[src/rtl/vex_wb_sequencer.sv]
// Writeback sequencer: reserves fixed-latency writeback slots at issue and merges
// FP completions into the free cycles of the single VRF write port.
module vex_wb_sequencer #(
    parameter  int unsigned VECTOR_REGISTERS = 32,
    parameter  int unsigned VECTOR_LANES     = 8,
    parameter  int unsigned XLEN             = 32,
    parameter  int unsigned INT_LAT          = 1,
    parameter  int unsigned MUL_LAT          = 4,
    parameter  int unsigned FP_DEPTH         = 4,
    localparam int unsigned AW               = $clog2(VECTOR_REGISTERS),
    localparam int unsigned DW               = VECTOR_LANES * XLEN
) (
    input  logic                    clk,
    input  logic                    rst_n,
    input  logic                    flush_i,
    input  logic                    issue_valid_i,
    output logic                    issue_ready_o,
    input  logic [1:0]              issue_class_i,
    input  logic [AW-1:0]           issue_dst_i,
    input  logic [VECTOR_LANES-1:0] issue_mask_i,
    input  logic                    issue_head_i,
    input  logic                    issue_end_i,
    input  logic [DW-1:0]           int_data_i,
    input  logic [DW-1:0]           mul_data_i,
    input  logic                    fp_done_i,
    input  logic [DW-1:0]           fp_data_i,
    output logic                    fp_ready_o,
    output logic                    wr_valid_o,
    output logic [VECTOR_LANES-1:0] wr_en_o,
    output logic [AW-1:0]           wr_addr_o,
    output logic [DW-1:0]           wr_data_o,
    output logic                    wr_head_o,
    output logic                    wr_end_o,
    output logic                    fp_orphan_o,
    output logic                    idle_o
);

    localparam int unsigned   CW       = $clog2(FP_DEPTH + 1);
    localparam int unsigned   PW       = $clog2(FP_DEPTH);
    localparam logic [CW-1:0] FP_FULL  = CW'(FP_DEPTH);
    localparam logic [PW-1:0] PTR_LAST = PW'(FP_DEPTH - 1);

    typedef enum logic [1:0] {
        CLS_INT     = 2'd0,
        CLS_MUL     = 2'd1,
        CLS_FP      = 2'd2,
        CLS_INT_ALT = 2'd3
    } uop_class_e;

    typedef struct packed {
        logic [AW-1:0]           dst;
        logic [VECTOR_LANES-1:0] mask;
        logic                    head;
        logic                    last;
        logic                    is_mul;
    } tag_t;

    logic [MUL_LAT-1:0] rsv_q, rsv_d;
    tag_t               slot_q [MUL_LAT];
    tag_t               slot_d [MUL_LAT];
    tag_t               fpq_q  [FP_DEPTH];
    logic [PW-1:0]      rd_ptr_q, rd_ptr_d, wr_ptr_q, wr_ptr_d;
    logic [CW-1:0]      fp_cnt_q, fp_cnt_d;

    uop_class_e  cls;
    tag_t        new_tag;
    logic        accept, fix_push, fp_push, fp_fire, fp_empty, class_ok;
    int unsigned load_k;

    assign cls      = uop_class_e'(issue_class_i);
    assign new_tag  = '{dst: issue_dst_i, mask: issue_mask_i, head: issue_head_i,
                        last: issue_end_i, is_mul: (cls == CLS_MUL)};
    assign fp_empty = (fp_cnt_q == '0);
    assign fp_fire  = fp_done_i & ~fp_empty & ~rsv_q[0] & ~flush_i;
    assign accept   = issue_valid_i & issue_ready_o;
    assign fp_push  = accept & (cls == CLS_FP);
    assign fix_push = accept & (cls != CLS_FP);
    assign load_k   = (cls == CLS_MUL) ? MUL_LAT - 1 : INT_LAT - 1;

    // Readiness uses the pre-pop FP count, so a same-cycle pop never frees a slot.
    always_comb begin
        case (cls)
            CLS_FP:  class_ok = (fp_cnt_q < FP_FULL);
            CLS_MUL: class_ok = 1'b1;
            default: class_ok = ~rsv_q[INT_LAT];
        endcase
        issue_ready_o = class_ok & ~flush_i & rst_n;
    end

    always_comb begin
        rsv_d = '0;
        for (int unsigned k = 0; k + 1 < MUL_LAT; k++) begin
            rsv_d[k]  = rsv_q[k+1];
            slot_d[k] = slot_q[k+1];
        end
        slot_d[MUL_LAT-1] = '0;
        for (int unsigned k = 0; k < MUL_LAT; k++) begin
            if (fix_push && k == load_k) begin
                rsv_d[k]  = 1'b1;
                slot_d[k] = new_tag;
            end
        end

        rd_ptr_d = rd_ptr_q;
        wr_ptr_d = wr_ptr_q;
        fp_cnt_d = fp_cnt_q;
        if (fp_fire) rd_ptr_d = (rd_ptr_q == PTR_LAST) ? '0 : rd_ptr_q + PW'(1);
        if (fp_push) wr_ptr_d = (wr_ptr_q == PTR_LAST) ? '0 : wr_ptr_q + PW'(1);
        case ({fp_push, fp_fire})
            2'b10:   fp_cnt_d = fp_cnt_q + CW'(1);
            2'b01:   fp_cnt_d = fp_cnt_q - CW'(1);
            default: fp_cnt_d = fp_cnt_q;
        endcase

        if (flush_i) begin
            rsv_d = '0;
            for (int unsigned k = 0; k < MUL_LAT; k++) slot_d[k] = '0;
            rd_ptr_d = '0;
            wr_ptr_d = '0;
            fp_cnt_d = '0;
        end
    end

    always_ff @(posedge clk or negedge rst_n) begin
        if (!rst_n) begin
            rsv_q <= '0;
            for (int unsigned k = 0; k < MUL_LAT; k++) slot_q[k] <= '0;
            for (int unsigned i = 0; i < FP_DEPTH; i++) fpq_q[i] <= '0;
            rd_ptr_q <= '0;
            wr_ptr_q <= '0;
            fp_cnt_q <= '0;
        end else begin
            rsv_q    <= rsv_d;
            slot_q   <= slot_d;
            rd_ptr_q <= rd_ptr_d;
            wr_ptr_q <= wr_ptr_d;
            fp_cnt_q <= fp_cnt_d;
            if (fp_push) fpq_q[wr_ptr_q] <= new_tag;
        end
    end

    always_comb begin
        wr_valid_o = 1'b0;
        wr_en_o    = '0;
        wr_addr_o  = '0;
        wr_data_o  = '0;
        wr_head_o  = 1'b0;
        wr_end_o   = 1'b0;
        if (rsv_q[0] && !flush_i) begin
            wr_valid_o = 1'b1;
            wr_en_o    = slot_q[0].mask;
            wr_addr_o  = slot_q[0].dst;
            wr_data_o  = slot_q[0].is_mul ? mul_data_i : int_data_i;
            wr_head_o  = slot_q[0].head;
            wr_end_o   = slot_q[0].last;
        end else if (fp_fire) begin
            wr_valid_o = 1'b1;
            wr_en_o    = fpq_q[rd_ptr_q].mask;
            wr_addr_o  = fpq_q[rd_ptr_q].dst;
            wr_data_o  = fp_data_i;
            wr_head_o  = fpq_q[rd_ptr_q].head;
            wr_end_o   = fpq_q[rd_ptr_q].last;
        end
    end

    assign fp_ready_o  = fp_fire;
    assign fp_orphan_o = rst_n & fp_done_i & fp_empty;
    assign idle_o      = rst_n & ~|rsv_q & fp_empty & ~issue_valid_i;

endmodule

[config.mk]
export PLATFORM = sky130hd
export DESIGN_NAME = vex_wb_sequencer
export DESIGN_NICKNAME = d
export VERILOG_FILES = /design/src/rtl/vex_wb_sequencer.sv
export SDC_FILE = /design/constraint.sdc
export NUM_CORES = 1
export LEC_CHECK = 0
export BUFFER_PORTS_ARGS = -buffer_cell sky130_fd_sc_hd__clkbuf_2
export CORE_AREA = 3 3 409 411
export DETAILED_ROUTE_END_ITERATION = 8
export DIE_AREA = 0 0 412 414
export GPL_ROUTABILITY_DRIVEN = 0
export PLACE_DENSITY = 0.32
export SLEW_MARGIN = 20
export SYNTH_ARGS = -nofsm -noshare
export SYNTH_HDL_FRONTEND = slang
export SYNTH_SLANG_ARGS = --single-unit
[constraint.sdc]
create_clock -name clk -period 2.8 [get_ports clk]
set_input_delay 0.56 -clock clk [delete_from_list [all_inputs] [get_ports clk]]
set_output_delay 0.56 -clock clk [all_outputs]
set_load 0.1 [all_outputs]
==> metrics.cfg <==
[status]
run_status=complete, but fails checks
violations=setup timing

[worst_setup_path]
critPathSlowestCell=sky130_fd_sc_hd__or3_4
worst-path-stages=8
crit_path_start_kind=flip-flop
path_delay_family=buffers and inverters
critical_path.n_buffers_inverters=4
timing.critical_path.fanout_max=19
cp.required_ns=2.24
max_stage_delay_ns=0.39
critical_path.most_common_cell=sky130_fd_sc_hd__buf_12
criticalPathCategory=reg -> out
cp_cell_sequence=or3_4, and2_4, nand2b_4, inv_8, buf_12, clkbuf_16, o2bb2ai_2, buf_12
cp_data_arrival_time_ns=2.36
critPathCaptureType=primary output
worst-r2r-cell-count=10

[floorplanning]
die_w_um=412
io_pins=1066
core_region_area_um2=164000
fp-row-count=149
fp.dieArea_um2=171000
start_util_pct=6.79
die_h_um=414

[sta]
setup_slack_ns=-0.123
timing_hold_violations_final=0
report.final.slew_viol_count=0
max_clock_freq_mhz=342
layout_min_cycle_time_ns=2.92
worst_slew_margin_rel_pct=36.3
clock-skew-final_ns=0.00820
fin_crit_sh_pct=104
setup_viol_count_final=188
grt_setup_unrepaired=yes
worst_margin_slew_ns=0.955

[layout]
layout.cells.non_filler=4374
nFillCells=18322
area_growth_pct=153
multi_input_comb_area_um2=9760
layout_commonest_cell=sky130_fd_sc_hd__clkbuf_2
final_core_util_pct=17.2
area.sequential_um2=3310
mostFrequentLayoutCells=789 x sky130_fd_sc_hd__clkbuf_2, 299 x sky130_fd_sc_hd__buf_12, 247 x sky130_fd_sc_hd__mux2i_1
layout.nets=2936
post_route_cells_drive_above_1_share_pct=72.9

[clocking]
worst_skew_pair.late_latency_ns=0.43
tritoncts=built
max-clock-path-buffers=2
clk_pin_slew_worst_paths_ns=0.06
cts_max_level=4
cts-root-buf=sky130_fd_sc_hd__clkbuf_16
total_clock_buffers_created_by_cts=17
clock_sink_total=132

[pwr]
internal_power_mw=6.98
seq_power_share_pct=15.3
p_comb_share_pct=65.9
static_leakage_nw=11.5
swShare_pct=47.5
power.clock.fraction_pct=18.8
vdd_ir_drop_max_mv=0.290
total_switching_power_mw=6.30
power.density_nw_per_um2=470

[global_route]
use_met3_pct=5.42
grt_overflow=0
grt_pass1_wl_mm=168
grt_util_met1_pct=19.5
grt_util_all_layers_pct=15.1
grt_start_max_net_pins=72
first_global_vias=14672
antenna_found_initial=94
gr-max-usage-layer=met2
gr-usage-met2_pct=25.0

[route]
postRouteWirelength_mm=136
dr_vias=14065
route.detailed.vias_per_inst=3.22
initialDrtViolationCount=791
detailedRoute.firstPassIterationCount=5
remaining_drc_errors=0
routedWlPerCell_um=31.0
ant_nets=0

[synth]
ys_warn_count=0
syn-cell-area_um2=11200
synth-seq-cells=132
yosys.cell_types.count=39
synth_nets=1785
synth_sequential_area_ratio_pct=29.6
synth_cells=987
avgSynthCellArea_um2=11.3

[placement]
placement.setup.worst_slack_ns=-0.428
place.port_buffers=1065
detailed_place_hpwl_mm=121
placedCellCount=4286

[hold_path]
min_path_type=in -> reg
holdPathStages=2

[job]
max-cap-violations=0

power by group through the flow:
| stage | Sequential (mW) | Combinational (mW) | Clock (mW) |
|---|---|---|---|
| floorplan | 2.07 | 4.57 | 0 |
| global placement | 2.07 | 8.40 | 0 |
| detailed placement | 2.08 | 8.37 | 0 |
| CTS | 2.04 | 8.71 | 2.56 |
| global route | 2.05 | 9.04 | 2.64 |
| finish | 2.04 | 8.75 | 2.49 |
layout make-up:
type | count | area share [%]
Timing Repair Buffer | 1240 | 41.3
Multi-Input combinational cell | 740 | 34.6
Sequential cell | 132 | 11.7
Tap cell | 2189 | 9.70
Clock buffer | 24 | 1.71
Clock inverter | 8 | 0.607
Antenna cell | 34 | 0.301
Inverter | 7 | 0.120
through the flow:
step	hold slack (ns)	total power, mW	setup TNS (ns)	area [µm²]
CTS	0.404	13.3	-17.37	27900
floorplan	0.264	6.63	-94.27	12700
finish	0.432	13.3	-10.74	28200
global placement	0.388	10.5	-2.52	26000
global route	0.449	13.7	-27.75	28200
detailed placement	0.385	10.4	-1.40	26000
per-layer routing:
layer,vias to the layer above,part of all wire (%)
li1,6230,-
met1,6916,42
met2,774,47
met3,109,10
met4,36,1.0
met5,-,0.16
repair_timing:
| action | CTS | global route |
|---|---|---|
| gates resized for setup | 148 | 27 |
| endpoints found under the hold margin | 2 | 0 |
| gates cloned | 6 | 5 |
| endpoints found under the setup margin | 238 | 229 |
| hold buffers | 1 | 0 |
| buffers inserted | 7 | 3 |
| pin swaps | 3 | 4 |
Yosys cell counts, drive strengths merged:
library cell  instances  area (µm²)
o31ai                 1        7.51
or4                   1        7.51
nand2                 8        52.6
ha                    7        87.6
o2bb2ai             256        2620
inv                   7        26.3
nor2b                40         253
a22o                 15         131
buf                  44         307
nor3b                 1        7.51
fa                    1        20.0
nand2b                4        32.5
or2                   1        6.26
nand4                 1        6.26
o2111a                1        11.3
and2                 17         106
a21oi                 2        10.0
mux4                 15         338
mux2                 62         698
nor3                  3        15.0
and3                  2        12.5
clkbuf               64         240
mux2i               275        2750
dfrtp               132        3300
o211a                 1        10.0
a21o                  1        7.51
nor2                 22        82.6
xnor2                 1        8.76
or3                   1        6.26
nand3                 1        5.00
flip-flops by register name, summed over array words and instances (netlist names):
register,cells
fp_cnt_q,3
fpq_q,60
rd_ptr_q,2
rsv_q,4
slot_q,61
wr_ptr_q,2
final timing paths:
path	start	endpoint	slack, ns
hold reg to reg	slot_q[27]	slot_q[43]	0.45
setup / recovery	fp_cnt_q[1]	wr_data_o[115]	-0.12
hold / removal	issue_mask_i[7]	slot_q[10]	0.43
min in group asynchronous	rst_n	rsv_q[2]	0.48
max in group asynchronous	rst_n	fpq_q[9]	0.54
setup reg to reg	fp_cnt_q[1]	fp_cnt_q[2]	0.54
logic make-up (layout without fill, tap and decap cells):
| group | after synthesis | count (layout) | share of synthesized area [%] |
|---|---|---|---|
| xor+xnor | 1 | 1 | 0.0784 |
| simple gates | 102 | 102 | 5.31 |
| fa+ha+maj | 8 | 8 | 0.963 |
| buf+inv | 115 | 1279 | 5.13 |
| mux | 352 | 352 | 33.9 |
| flops | 132 | 132 | 29.6 |
| compound gates | 277 | 277 | 25.0 |
| other cells | 0 | 34 | 0 |
(Power assumes the default switching activity.)
